## config.mk

```make
export PLATFORM = sky130hd
export DESIGN_NAME = signed_divider_seq
export DESIGN_NICKNAME = d
export VERILOG_FILES = /design/src/rtl/signed_divider_seq.sv
export SDC_FILE = /design/constraint.sdc
export NUM_CORES = 1
export LEC_CHECK = 0
export CORE_UTILIZATION = 40
export DETAILED_ROUTE_END_ITERATION = 7
export HOLD_SLACK_MARGIN = 0.15
export SLEW_MARGIN = 20
export SYNTH_ARGS = -nofsm -noshare
export SYNTH_HDL_FRONTEND = slang
export SYNTH_SLANG_ARGS = --single-unit
```

## constraint.sdc

```tcl
create_clock -name CLK -period 6.3 [get_ports CLK]
set_input_delay 0.945 -clock CLK [delete_from_list [all_inputs] [get_ports CLK]]
set_output_delay 0.945 -clock CLK [all_outputs]
set_load 0.005 [all_outputs]
```

## src/rtl/signed_divider_seq.sv

```systemverilog
// signed_divider_seq
//   Sequential 8-bit signed divider. Non-restoring, one quotient bit per cycle on
//   operand magnitudes, with sign correction applied at the end. Quotient truncates
//   toward zero; the remainder takes the sign of the dividend.
//
// Ports
//   CLK       in   clock, rising edge
//   RESET     in   synchronous active-high reset
//   bgn       in   start request, sampled only while idle
//   ibusa     in   [7:0] signed dividend
//   ibusb     in   [7:0] signed divisor
//   obus_q    out  [7:0] signed quotient (registered)
//   obus_r    out  [7:0] signed remainder (registered)
//   stop      out  one-cycle done pulse
//   busy      out  high whenever not idle
//   div_zero  out  divisor was zero
//   ovf       out  quotient overflow (-128 / -1)
module signed_divider_seq (
   input  logic       CLK,
   input  logic       RESET,
   input  logic       bgn,
   input  logic [7:0] ibusa,
   input  logic [7:0] ibusb,
   output logic [7:0] obus_q,
   output logic [7:0] obus_r,
   output logic       stop,
   output logic       busy,
   output logic       div_zero,
   output logic       ovf
);

   typedef enum logic [2:0] {
      StIdle, StLoad, StIter, StCorrect, StSign, StDone
   } state_e;

   state_e      state_q, state_d;
   logic [7:0]  a_q, a_d;         // latched dividend
   logic [7:0]  b_q, b_d;         // latched divisor
   logic [7:0]  bmag_q, bmag_d;   // |B|, 128 for -128
   logic [8:0]  p_q, p_d;         // signed partial remainder
   logic [7:0]  qr_q, qr_d;       // dividend magnitude shifting out, quotient shifting in
   logic [2:0]  cnt_q, cnt_d;
   logic        sq_q, sq_d;       // quotient sign
   logic        sr_q, sr_d;       // remainder sign
   logic [7:0]  res_q_q, res_q_d;
   logic [7:0]  res_r_q, res_r_d;
   logic        dz_q, dz_d;
   logic        ovf_q, ovf_d;

   logic [7:0]  a_mag, b_mag;
   logic [8:0]  p_shift, p_iter;

   always_comb begin
      state_d = state_q;
      a_d     = a_q;
      b_d     = b_q;
      bmag_d  = bmag_q;
      p_d     = p_q;
      qr_d    = qr_q;
      cnt_d   = cnt_q;
      sq_d    = sq_q;
      sr_d    = sr_q;
      res_q_d = res_q_q;
      res_r_d = res_r_q;
      dz_d    = dz_q;
      ovf_d   = ovf_q;

      a_mag   = a_q[7] ? (~a_q + 8'd1) : a_q;
      b_mag   = b_q[7] ? (~b_q + 8'd1) : b_q;
      // Shift {P,Q} left; the add/subtract choice depends on the pre-shift sign of P.
      p_shift = {p_q[7:0], qr_q[7]};
      p_iter  = p_q[8] ? (p_shift + {1'b0, bmag_q}) : (p_shift - {1'b0, bmag_q});

      unique case (state_q)
         StIdle: begin
            if (bgn) begin
               a_d     = ibusa;
               b_d     = ibusb;
               state_d = StLoad;
            end
         end
         StLoad: begin
            bmag_d = b_mag;
            sq_d   = a_q[7] ^ b_q[7];
            sr_d   = a_q[7];
            p_d    = 9'd0;
            qr_d   = a_mag;
            cnt_d  = 3'd0;
            if (b_q == 8'h00) begin
               res_q_d = 8'h00;
               res_r_d = a_q;
               dz_d    = 1'b1;
               ovf_d   = 1'b0;
               state_d = StDone;
            end else if (a_q == 8'h80 && b_q == 8'hFF) begin
               res_q_d = 8'h80;
               res_r_d = 8'h00;
               dz_d    = 1'b0;
               ovf_d   = 1'b1;
               state_d = StDone;
            end else begin
               state_d = StIter;
            end
         end
         StIter: begin
            p_d   = p_iter;
            qr_d  = {qr_q[6:0], ~p_iter[8]};
            cnt_d = cnt_q + 3'd1;
            if (cnt_q == 3'd7) begin
               state_d = StCorrect;
            end
         end
         StCorrect: begin
            // Final restore so the remainder magnitude lands in [0, |B|).
            if (p_q[8]) begin
               p_d = p_q + {1'b0, bmag_q};
            end
            state_d = StSign;
         end
         StSign: begin
            res_q_d = sq_q ? (~qr_q + 8'd1) : qr_q;
            res_r_d = sr_q ? (~p_q[7:0] + 8'd1) : p_q[7:0];
            dz_d    = 1'b0;
            ovf_d   = 1'b0;
            state_d = StDone;
         end
         StDone: begin
            state_d = StIdle;
         end
         default: begin
            state_d = StIdle;
         end
      endcase
   end

   always_ff @(posedge CLK) begin
      if (RESET) begin
         state_q <= StIdle;
         a_q     <= 8'h00;
         b_q     <= 8'h00;
         bmag_q  <= 8'h00;
         p_q     <= 9'd0;
         qr_q    <= 8'h00;
         cnt_q   <= 3'd0;
         sq_q    <= 1'b0;
         sr_q    <= 1'b0;
         res_q_q <= 8'h00;
         res_r_q <= 8'h00;
         dz_q    <= 1'b0;
         ovf_q   <= 1'b0;
      end else begin
         state_q <= state_d;
         a_q     <= a_d;
         b_q     <= b_d;
         bmag_q  <= bmag_d;
         p_q     <= p_d;
         qr_q    <= qr_d;
         cnt_q   <= cnt_d;
         sq_q    <= sq_d;
         sr_q    <= sr_d;
         res_q_q <= res_q_d;
         res_r_q <= res_r_d;
         dz_q    <= dz_d;
         ovf_q   <= ovf_d;
      end
   end

   assign obus_q   = res_q_q;
   assign obus_r   = res_r_q;
   assign div_zero = dz_q;
   assign ovf      = ovf_q;
   assign stop     = (state_q == StDone);
   assign busy     = (state_q != StIdle);

endmodule

```

==> impl_metrics.yaml <==
pwr:
  p_per_area_nw_per_um2: 322
  vdd_ir_drop_max_v: 0.000142
  leakage_nw: 1.80
synthesis:
  synth_area_leaders: "dfxtp_1 (33%), ha_1 (8.0%), nand2_1 (6.2%)"
  synth_top_family_by_area: "compound AO/OA/AOI/OAI gates"
  synthTopCellsByCount: "dfxtp_1 (67), nand2_1 (67), a21oi_1 (48)"
  synth_top_area_cell: "dfxtp_1"
  synthMuxAreaShare_pct: 1.51
  synth_xor_area_share_pct: 8.22
  synth_async_sr_flop_share_pct: 0
  yosys.area.top_type_share_pct: 33.1
  synthFlopType: "dfxtp_1"
  ys_seq_area_share_pct: 33.1
  synth_nets: 549
  synth_edf_count: 0
  synth_area_per_cell_sq_um: 8.06
  synth_cell_type_count: 56
  syn-cell-area_sq_um: 4050
  synthAdderAreaFrac_pct: 9.03
  yosysWarnings: 0
  synth_compound_area_share_pct: 24.5
  ys_seq_elements: 67
  synth_simple_gate_area_share_pct: 19.1
  postSynthCellCount: 502
routing:
  wl_um: 10600
  first_iter_violations: 181
  first_pass_iters: 5
  routedWlPerCell_um: 15.9
  drc_errors: 0
  routed_via_density: 5.56
  routed-via-count: 3690
  ant_nets: 0
sta:
  finClkSkew_ns: 0.0114
  tightestPinTransition_ns: 0.686
  fin_hold_ws_ns: 0.467
  final_max_slew_viol_count: 0
  timing.fmax_ghz: 0.381
  rsz0062_at_grt: "false"
  post-route-period-util_pct: 41.6
  finalHoldViolCount: 0
  tns_ns: 0
  setup_ws_ns: 3.68
  fin_crit_ns: 2.62
  slew_headroom_pct: 54.3
  finalSetupViolations: 0
floorplanning:
  die_width_um: 103
  pin_count: 39
  coreArea_sq_um: 9770
  row_count: 36
  dieHeight_um: 103
  start_util_pct: 41.4
  dieArea_sq_um: 10500
placed_design:
  hpwl_um: 7860
  place.gp.congestion: 0.902
  placed_area_sq_um: 4500
  pre_cts_slack_ns: 3.87
  numPortBuffers: 38
finish:
  drive_gt1_share_pct: 5.08
  fillCellCount: 1020
  syn2layout_area_growth_pct: 16.1
  diodes: 0
  fin_nets: 573
  utilization_pct: 48.1
  final_area_sq_um: 4700
critical_path:
  path_depth: 3
  cp_num_buf_inv: 2
  worstSetupEndpointType: "output pin"
  path_delay_family: "flip-flops"
  startpoint_type: "register"
  cp_cell_sequence: "nor3_1, inv_1, clkdlybuf4s50_1"
  cp_slowest_cell: "dfxtp_1"
  reg2regPathDepth: 5
  critPathMaxFanout: 17
  worstReg2RegEnd: "obus_r[0]"
  worst_path_largest_cell_delay_ns: 0.62
  worstPathArrival_ns: 1.68
  rr_startpoint: "a_q[2]"
  r2r_slack_ns: 3.85
  cp.required_ns: 5.35
  crit_type: "register to output pin"
grt:
  grt_usage_pct: 21.7
  grt_pass1_wl_um: 17500
  grt_max_degree: 69
  grt_pass1_vias: 3458
  antenna_found_initial: 0
  overflow: 0
job:
  max_cap_viol_count: 0
min_path:
  hold_path_end: "obus_q[0]"
  hold_path_depth: 2
  hold_path.class: "register to register"
  hp-start: "obus_q[0]"
cts:
  clkTransAtPathRegs_ns: 0.07
  htree_levels: 3
  cts-root-buf: "clkbuf_8"
  cts-buffers-inserted: 9
  cts_tree: "built"
  cts_hold_buf: 0
  post_cts_buffers: 0
  cts_resized: 0
  clk_latency_ns: 0.35
  clkSinkCount: 67
  clk_path_buf_depth: 2
outcome:
  status: "complete, no violations"
cell families (layout without fill, tap and decap cells):
family / Yosys count / in the layout
adders and majority gates: 28 / 28
muxes: 6 / 6
buffers and inverters: 47 / 76
AOI/OAI and AO/OA: 150 / 150
xor gates and xnor gates: 38 / 38
and+or+nand+nor: 166 / 166
DFF: 67 / 67
layer usage:
metal  part of all wire [%]  global-route usage, %  vias up
met5                      0                      0        -
met3                    3.4                   3.59       13
met4                   0.95                   5.60        0
li1                       -                      -     1849
met2                     47                   35.3       86
met1                     49                   29.9     1742
flip-flops by register name (all words and copies together) (netlist names):
| register | flops |
|---|---|
| sq_q | 1 |
| sr_q | 1 |
| qr_q | 8 |
| cnt_q | 3 |
| b_q | 8 |
| p_q | 9 |
| obus_r | 8 |
| div_zero | 1 |
| state_q | 3 |
| obus_q | 8 |
| bmag_q | 8 |
| ovf | 1 |
| a_q | 8 |
final cells by class:
class / count / area [sq um] / share of cell area [%]
timing repair buffer: 41 / 398 / 8.47
inverter: 19 / 71.3 / 1.52
tap: 133 / 166 / 3.54
clock inverter: 5 / 52.6 / 1.12
sequential: 67 / 1340 / 28.5
clock buffer: 11 / 141 / 3.01
multi-input combinational: 388 / 2530 / 53.8
cells in the final DEF, fill, tap and decap left out, types with 5 or more instances in the layout:
master           instances
o22ai_1                  9
nand2b_1                 8
dfxtp_1                 67
a21o_1                   6
nor3_1                   8
nand3_1                  5
a21oi_1                 48
xnor2_1                 20
mux2i_1                  5
xor2_1                  18
a221oi_1                 5
a211oi_1                13
nor2_1                  45
o31ai_1                 13
o211ai_1                 6
nor2b_1                  5
o21ai_0                 11
inv_1                   19
nand2_1                 67
a22oi_1                 14
clkdlybuf4s50_1         37
o21a_1                   6
ha_1                    26
clkbuf_8                10
worst max path at each step:
stage | from | to | slack [ns]
after global routing | state_q[2] | stop | 3.55
after global placement | bmag_q[1] | p_q[8] | 3.93
after CTS | state_q[2] | stop | 3.66
final | state_q[2] | busy | 3.68
after detailed placement | bmag_q[1] | p_q[8] | 3.87
after floorplan | bmag_q[1] | p_q[6] | 4.07
where the power goes:
part           total [W]  leakage (nW)  internal, W  switching [W]
combinational   0.000589          1.15     0.000246       0.000342
sequential      0.000565         0.545     0.000474      0.0000909
clock           0.000357        0.0991     0.000192       0.000166
worst register-to-register path: cells and delay by family (launching register included):
kind / cells / cell delay (ns)
compound gates: 3 / 0.97
flops: 1 / 0.37
simple gates: 2 / 0.95
stage by stage:
stage | instances | power, W
floorplan | 502 | 0.000994
detailed placement | 648 | 0.00116
finish | 664 | 0.00151
global placement | 648 | 0.00114
CTS | 664 | 0.00152
global route | 664 | 0.00162
Note: power is estimated with default switching activity, not from simulation.
